<file path="config.mk">
export PLATFORM = sky130hd
export DESIGN_NAME = sha256_padder
export DESIGN_NICKNAME = d
export VERILOG_FILES = /design/src/rtl/sha256_padder.sv
export SDC_FILE = /design/constraint.sdc
export NUM_CORES = 2
export LEC_CHECK = 0
export ABC_AREA = 1
export BUFFER_PORTS_ARGS = -buffer_cell sky130_fd_sc_hd__buf_2
export CAP_MARGIN = 40
export CORE_MARGIN = 2
export CORE_UTILIZATION = 41
export DETAILED_ROUTE_END_ITERATION = 16
export PLACE_DENSITY = 0.6
export SKIP_CTS_REPAIR_TIMING = 1
export SLEW_MARGIN = 20
export SYNTH_ARGS = -nofsm -noshare
export SYNTH_HDL_FRONTEND = slang
export SYNTH_SLANG_ARGS = --single-unit
</file>
<file path="constraint.sdc">
create_clock -name clk -period 2.3 [get_ports clk]
set_input_delay 0.46 -clock clk [delete_from_list [all_inputs] [get_ports clk]]
set_output_delay 0.46 -clock clk [all_outputs]
set_load 0.01 [all_outputs]
</file>
<file path="src/rtl/sha256_padder.sv">
// sha256_padder: upstream stage of sha256_core.
// Takes a big-endian 32-bit word stream and appends the 0x80 marker, the zero fill
// and the 64-bit message bit length. It assembles 512-bit blocks in a fill buffer
// while the core works on the previously handed block (double buffering).
module sha256_padder #(
    parameter int LEN_W = 64
) (
    input  logic         clk,
    input  logic         reset_n,
    input  logic         in_valid,
    output logic         in_ready,
    input  logic [31:0]  in_data,
    input  logic         in_last,
    input  logic [1:0]   in_bytes,
    input  logic         core_digest_update,
    input  logic         core_done,
    output logic         start,
    output logic         last_block,
    output logic [511:0] block,
    output logic         busy,
    output logic         err_underrun
);

    typedef enum logic [2:0] {
        IDLE,
        FILL,
        PAD,
        HAND,
        WAIT_DONE
    } state_t;

    state_t state, state_next;

    // Fill buffer and its bookkeeping
    logic [31:0]      fill [16];
    logic [3:0]       widx;
    logic             full;
    logic             owed;
    logic             placed;
    logic             final_blk;
    logic             msg_done;
    logic             first_blk;
    logic [LEN_W-1:0] cnt;
    logic             rdy_en;

    // Output slot bookkeeping
    logic             pending;
    logic [1:0]       init_cnt;

    // Combinational control
    logic             accept;
    logic             consume;
    logic             slot_free;
    logic             load;
    logic             pad_len;
    logic             pad_word;
    logic [2:0]       byte_inc;
    logic [31:0]      last_word;
    logic [511:0]     fill_flat;
    logic [63:0]      bit_len;

    // Handshake, hand-off and padding step decisions for the current cycle
    always_comb begin
        in_ready  = rdy_en && ((state == IDLE) || (state == FILL)) && !full;
        accept    = in_valid && in_ready;
        consume   = core_digest_update && !last_block;
        slot_free = !pending || consume;
        load      = (state == HAND) && slot_free;
        pad_len   = (state == PAD) && !full && (widx == 4'd14) && placed;
        pad_word  = (state == PAD) && !full && !pad_len;
        busy      = (state != IDLE);
        bit_len   = 64'({cnt, 3'b000});

        byte_inc = 3'd4;
        if (in_last && (in_bytes != 2'd0)) begin
            byte_inc = {1'b0, in_bytes};
        end

        last_word = in_data;
        case (in_bytes)
            2'd1:    last_word = {in_data[31:24], 8'h80, 16'h0000};
            2'd2:    last_word = {in_data[31:16], 8'h80, 8'h00};
            2'd3:    last_word = {in_data[31:8], 8'h80};
            default: last_word = in_data;
        endcase

        fill_flat = '0;
        for (int i = 0; i < 16; i++) begin
            fill_flat[511 - 32*i -: 32] = fill[i];
        end
    end

    // Next-state logic of the message FSM
    always_comb begin
        state_next = state;
        case (state)
            IDLE: begin
                if (accept) begin
                    state_next = in_last ? PAD : FILL;
                end
            end
            FILL: begin
                if (accept) begin
                    if (in_last) begin
                        state_next = PAD;
                    end else if (widx == 4'd15) begin
                        state_next = HAND;
                    end
                end
            end
            PAD: begin
                if (full || pad_len || (pad_word && (widx == 4'd15))) begin
                    state_next = HAND;
                end
            end
            HAND: begin
                if (slot_free) begin
                    if (final_blk) begin
                        state_next = WAIT_DONE;
                    end else if (msg_done) begin
                        state_next = PAD;
                    end else begin
                        state_next = FILL;
                    end
                end
            end
            WAIT_DONE: begin
                if (core_done) begin
                    state_next = IDLE;
                end
            end
            default: state_next = IDLE;
        endcase
    end

    // State register; in_ready stays low for the first cycle after reset
    always_ff @(posedge clk or negedge reset_n) begin
        if (!reset_n) begin
            state  <= IDLE;
            rdy_en <= 1'b0;
        end else begin
            state  <= state_next;
            rdy_en <= 1'b1;
        end
    end

    // Fill buffer writes: message words, padding words, length words, clear on hand-off
    always_ff @(posedge clk or negedge reset_n) begin
        if (!reset_n) begin
            for (int i = 0; i < 16; i++) begin
                fill[i] <= '0;
            end
            widx      <= '0;
            full      <= 1'b0;
            owed      <= 1'b0;
            placed    <= 1'b0;
            final_blk <= 1'b0;
            msg_done  <= 1'b0;
            first_blk <= 1'b0;
            cnt       <= '0;
        end else if (accept) begin
            fill[widx] <= in_last ? last_word : in_data;
            widx       <= widx + 4'd1;
            if (widx == 4'd15) begin
                full <= 1'b1;
            end
            if (state == IDLE) begin
                cnt       <= LEN_W'(byte_inc);
                owed      <= 1'b0;
                placed    <= 1'b0;
                final_blk <= 1'b0;
                msg_done  <= 1'b0;
                first_blk <= 1'b1;
            end else begin
                cnt <= cnt + LEN_W'(byte_inc);
            end
            if (in_last) begin
                msg_done <= 1'b1;
                if (in_bytes == 2'd0) begin
                    owed <= 1'b1;
                end else begin
                    placed <= 1'b1;
                end
            end
        end else if (pad_len) begin
            fill[14]  <= bit_len[63:32];
            fill[15]  <= bit_len[31:0];
            full      <= 1'b1;
            final_blk <= 1'b1;
        end else if (pad_word) begin
            fill[widx] <= owed ? 32'h8000_0000 : 32'h0000_0000;
            if (owed) begin
                owed   <= 1'b0;
                placed <= 1'b1;
            end
            widx <= widx + 4'd1;
            if (widx == 4'd15) begin
                full <= 1'b1;
            end
        end else if (load) begin
            for (int i = 0; i < 16; i++) begin
                fill[i] <= '0;
            end
            widx      <= '0;
            full      <= 1'b0;
            final_blk <= 1'b0;
            first_blk <= 1'b0;
        end
    end

    // Output slot: block load, start pulse, pending tracking and underrun detection
    always_ff @(posedge clk or negedge reset_n) begin
        if (!reset_n) begin
            block        <= '0;
            last_block   <= 1'b0;
            start        <= 1'b0;
            pending      <= 1'b0;
            init_cnt     <= '0;
            err_underrun <= 1'b0;
        end else begin
            start <= 1'b0;
            if (core_digest_update && !last_block && !pending) begin
                err_underrun <= 1'b1;
            end
            if (init_cnt != 2'd0) begin
                init_cnt <= init_cnt - 2'd1;
                if (init_cnt == 2'd1) begin
                    pending <= 1'b0;
                end
            end else if (consume) begin
                pending <= 1'b0;
            end
            if ((state == WAIT_DONE) && core_done) begin
                pending <= 1'b0;
            end
            if (load) begin
                block      <= fill_flat;
                last_block <= final_blk;
                pending    <= 1'b1;
                if (first_blk) begin
                    start        <= 1'b1;
                    init_cnt     <= 2'd2;
                    err_underrun <= 1'b0;
                end
            end
        end
    end

endmodule
</file>
After elaboration in Yosys (flattened, before gate mapping)

Index checks and enable logic that the tools add are counted.

Add/sub/neg operators: 3
Mux-type cells: 68
$lt $le $gt $ge: 2
Bitwise gates (word level): 1
Equal/unequal tests: 21
Reduce and logical (&&, ||, !) cells: 43

Operators with widths:

| operator           | number |
|---|---|
| $mux 512           | 3 |
| $bwmux 512         | 2 |
| $mux 448           | 1 |
| $demux 32 s4       | 1 |
| $mux 64            | 2 |
| $pmux 24 s3        | 1 |
| $add 64x3->64      | 1 |
| $mux 32            | 2 |
| $mux 1             | 36 |
| $mux 3             | 9 |
| $mux 24            | 1 |
| $mux 4             | 4 |
| $pmux 3 s5         | 1 |
| $logic_and 1x1->1  | 14 |
| $ne 2x2->1 const B | 6 |
| $reduce_bool 2->1  | 6 |
| $mux 2             | 5 |
| $reduce_bool 3->1  | 3 |
| $eq 4x4->1 const B | 2 |
| $reduce_and 2->1   | 4 |
| $reduce_bool 4->1  | 2 |
| $eq 3x2->1 const B | 2 |
| $reduce_and 3->1   | 2 |
| $reduce_and 6->1   | 1 |
| 18 further kinds   | 27 |

Register bits after elaboration: 1108
Output and inout port bits: 517

Logic depth before layout (Yosys ltp)

Word-level depth: 10
Gate-level depth with buffers: 15
Mapped depth without buffers: 14

Least setup slack after synthesis

Ideal clock, no wire load.

Path kind: input -> register
Start point: input in_last
End point: register cnt[34]
Arrival: 2.383 ns
Path buffers: 1
Required time: 2.170 ns
Stages on the path: 14
Path slack: -0.213 ns
Cells stage by stage: inv_1 -> nor2_1 -> inv_1 -> clkbuf_1 -> ha_1 -> nand2_1 -> nand2_1 -> nand2_1 -> nor2_1 -> nand2_1 -> nor2_1 -> nand3_1 -> nand3_1 -> o21ai_0

Longest elaborated chain between the ends: 4

RTL lines:

| item                 | line | RTL |
|---|---|---|
| start, declared      | 13   | `input logic in_last,` |
| $logic_and 1x1->1    | 75   | `if (in_last && (in_bytes != 2'd0)) begin` |
| $mux 3               | 75   |  |
| $add 64x3->64        | 175  | `cnt <= cnt + LEN_W'(byte_inc);` |
| $mux 64              | 167  | `if (state == IDLE) begin` |
| end signal, assigned | 168  | `cnt <= LEN_W'(byte_inc);` |
| end signal, assigned | 175  |  |
| end, declared        | 43   | `logic [LEN_W-1:0] cnt;` |

Every way passes these cells.
A chain may end at the register's enable or synchronous reset.

Worst setup path in the final report

Start point: register state[1]
End point: output in_ready

Longest elaborated chain between the ends: 4
Elaborated cells on any way between the ends: 5
Classes of those cells: eq/ne: 1; reduce/logical: 4

RTL lines:

| item                                                 | line | RTL |
|---|---|---|
| start, declared                                      | 32   | `state_t state, state_next;` |
| start signal, assigned                               | 142  | `state <= state_next;` |
| $eq 3x1->1 / $logic_not 3->1 (equally long branches) | 64   | `in_ready = rdy_en && ((state == IDLE) \|\| (state == FILL)) && !full;` |
| $logic_or 1x1->1 *                                   | 64   |  |
| $logic_and 1x1->1 * (2 in a row)                     | 64   |  |
| end, declared                                        | 11   | `output logic in_ready,` |

Every way passes the cells marked *; elsewhere a longest branch is shown, timed or not.

==> impl_summary.txt <==
----------------------------------------------------
[Global route]
  Antenna violations before repair ... 4
  Met2 Usage GRT ... 0.4200
  Via count of the first global-routing pass ... 35.02k
  Overflow after GRT ... 0
  Met1 usage in global routing ... 0.3985
  Layer with the highest usage after global routing ... met2
  Largest net degree at the start of global routing ... 143
  Wire length of the first global-routing pass ... 228.5 mm
  Total global-route track usage ... 0.2763
  Met3 usage in global routing ... 0.04858

[Synthesis]
  Largest cells by area after synthesis ... dfrtp_1 63%, nand2_1 13%, o21ai_0 11%
  Post-synthesis instance total ... 4,888
  Number of flops mapped to enable cells by yosys ... 0
  Top cells by count, synth ... 1,549 x nand2_1, 1,105 x dfrtp_1, 931 x o21ai_0, 569 x inv_1, 168 x nor2_1
  Main combinational cell family by area after synthesis ... simple AND/OR/NAND/NOR gates
  Compound-Gate Fraction of Synth Area ... 0.1208
  Synth top area share ... 0.6298
  Yosys warning count ... 0
  Adder and majority gate portion of the synthesized area ... 0.002451
  Cell taking the most area after synthesis ... dfrtp_1
  Post-synthesis mux area share ... 0
  Synthesized flop and latch total ... around 1.1k
  XOR/XNOR Fraction of Synth Area ... 0.003790
  Most used flip-flop cell after synthesis ... dfrtp_1
  Part of the Yosys area used for sequential elements ... 0.6298
  Synthesized-area fraction occupied by and/or/nand/nor cells ... 0.1679
  Most common cell in the netlist ... nand2_1
  Mapped Area ... 43,910 sq um
  Number of distinct library cells after synthesis ... 42
  Post-Syn Nets ... 4,936
  Post-synthesis average cell area ... 8.982 sq um
  Share of synthesized registers carrying an async set or reset ... 1.000

[Floorplanning]
  Number of I/O pins ... 557
  Row count ... 120
  Die Outline Area ... 109,700 sq um
  Effective utilization at floorplan ... 0.4119
  Vertical die dimension ... 331.2 um
  Floorplan Core Area ... roughly 110,000 sq um
  Die Width ... 331.2 um

[Finish]
  Post-layout util ... 0.5117
  Fraction of layout cells with a size suffix above 1 ... 0.1910
  Area growth from synthesis to layout ... 24.24%
  NumNets Final ... 5,595

[Place]
  Worst slack at placement ... -169.2 ps
  Half-perimeter wire length after placement ... 105.2 mm
  Buffers added on ports ... 556
  Global placement routability congestion ... between 0.9 and 1

[Flow run]
  Max-Cap Viols ... 0

[CTS]
  Clock Latency Late Sink ... 730 ps
  Number of CTS-inserted buffers ... 114
  Root cell of the clock tree ... clkbuf_16
  TritonCTS clock tree ... yes
  Clock-pin slew on the worst setup and hold paths ... 60 ps
  Clk sinks ... around 1.1k
  Maximum clock path buffer count ... 3
  Number of H-tree levels ... 3

[Critical path]
  Crit-path slowest cell ... dfrtp_1
  Max Fanout on Critical Path ... 5
  Cell-by-cell listing of the critical path ... inv_4 > nand3_4 > nand2_4 > buf_6 > nand2_2 > nor2_2 > buf_2
  Category of the worst setup path capture point ... output port
  Data required time at the worst endpoint ... roughly 1800 ps
  Data arrival at the endpoint of the critical path ... 1800 ps
  Startpoint-to-endpoint class of the critical path ... flop to output port
  Worst path max stage delay ... 410 ps
  Startpoint type of the worst setup path ... flop

[Pwr]
  Worst ir drop on vdd ... 0.6197 mV
  Post-layout power ... about 57,000 uW
  Leakage power of the design ... 0.02696 uW
  PwrDens ... 1052 nW/um^2

[Detailed routing]
  DRC violation total after the first TritonRoute iteration ... 3,167
  Routed via count divided by cell count ... ~5
  Routed length per instance ... 21.75 um
  Detailed Route WL ... 153.2 mm
  Number of nets still failing antenna checks after routing ... 0
  DRC violations left ... 0
  Via count ... about 36k
  Detailed Routing Iterations Pass 1 ... 5

[STA]
  Worst setup slack after layout ... 38.08 ps
  Maximum clock frequency ... 442.1 MHz
  Ratio of final minimum period to clock period ... 0.9834
  RSZ-0062 raised after global routing ... yes
  Total count of hold-check failures in the final report ... 0
  Setup violators final ... 0
  Final Skew ... 35.85 ps
  Max Transition Viols Final ... 0
  Final critical delay including setup and external delays ... 2262 ps
  Max_slew headroom ... 0.4478
  Transition time at the pin with the least slew margin ... 828.2 ps

[Run status]
  Outcome ... completed

[Min path]
  HP Class ... input pin to flop

----------------------------------------------------
per-stage QoR:
stage               instances  TNS [ps]  hold slack [ps]  instance area, sq um
CTS                      7036    -363.6           -184.5                 54370
floorplan                4888         0            164.4                 43930
detailed placement       6827     -2867            450.3                 50440
global placement         6827     -1973            447.3                 50440
global route             7043    -67.16            40.87                 54550
finish                   7044         0            47.09                 54550
sequential cells by signal, summed over array words and instances, names as in the netlist:
| signal | count |
|---|---|
| last_block | 1 |
| err_underrun | 1 |
| pending | 1 |
| fill | 512 |
| block | 512 |
| init_cnt | 2 |
| start | 1 |
| rdy_en | 1 |
| full | 1 |
| msg_done | 1 |
| cnt | 61 |
| owed | 1 |
| placed | 1 |
| state | 3 |
| final_blk | 1 |
| first_blk | 1 |
| widx | 4 |
kinds of logic (layout without fill, tap and decap cells):
family	count (synthesis)	in the layout
AO/OA/AOI/OAI	1029	1029
XOR/XNOR	19	19
adder cells (fa/ha/maj)	8	8
buffers and inverters	844	1596
flip-flops	1105	1105
other	1	2
AND/OR/NAND/NOR	1882	1882
per-layer routing:
layer | vias to the layer above | share of wire
met4 | 4 | 0.035
met2 | 1457 | 0.44
met1 | 17720 | 0.45
li1 | 16650 | -
met3 | 249 | 0.074
met5 | - | 0.00014
final timing paths:
kind / start / end / slack [ps] / depth (start not counted)
hold / removal: in_data[31] / fill[31] / 50 / 3
setup / recovery: state[1] / in_ready / 40 / 7
hold reg to reg: init_cnt[0] / init_cnt[0] / 460 / 1
min in group asynchronous: reset_n / cnt[41] / 450 / 3
max in group asynchronous: reset_n / fill[359] / 1030 / 3
setup reg to reg: widx[1] / fill[51] / 100 / 9
cells in the final DEF, fill, tap and decap left out, types with 6 or more instances in the layout:
| master | instances |
|---|---|
| clkinv_2 | 19 |
| o21ai_1 | 48 |
| a21oi_1 | 18 |
| xnor2_1 | 6 |
| nor2_4 | 31 |
| nand4_1 | 28 |
| buf_2 | 555 |
| dfrtp_1 | 1104 |
| a22oi_1 | 43 |
| buf_4 | 163 |
| nand2_1 | 1537 |
| inv_2 | 11 |
| clkbuf_8 | 31 |
| o22ai_1 | 6 |
| o21bai_1 | 7 |
| nor3_1 | 18 |
| clkinvlp_4 | 7 |
| nor2_1 | 133 |
| ha_1 | 6 |
| nand2_2 | 15 |
| clkbuf_1 | 20 |
| nand3_1 | 97 |
| bufinv_16 | 9 |
| xor2_1 | 13 |
| inv_1 | 567 |
| clkbuf_16 | 116 |
| buf_12 | 80 |
| o21ai_0 | 895 |
worst max-delay path, delay by kind of cell, from the launching register on:
kind	cells	cell delay, ps
buffers and inverters	3	360
DFF	1	410
and+or+nand+nor	4	330
final cells by class:
type                       instances  area (sq um)
sequential                      1105         27650
timing repair buffer             804          5687
inverter                         583          2202
fill                            9941         52050
antenna                            1         2.502
tap                             1403          1755
clock inverter                    43         558.0
clock buffer                     166          3379
multi-input combinational       2939         13310
power breakdown:
group	internal, uW	total, uW	switching [uW]
Clock	11200	19200	8020
Sequential	21800	23800	1940
Combinational	4410	14400	9960
(Power assumes the default switching activity.)
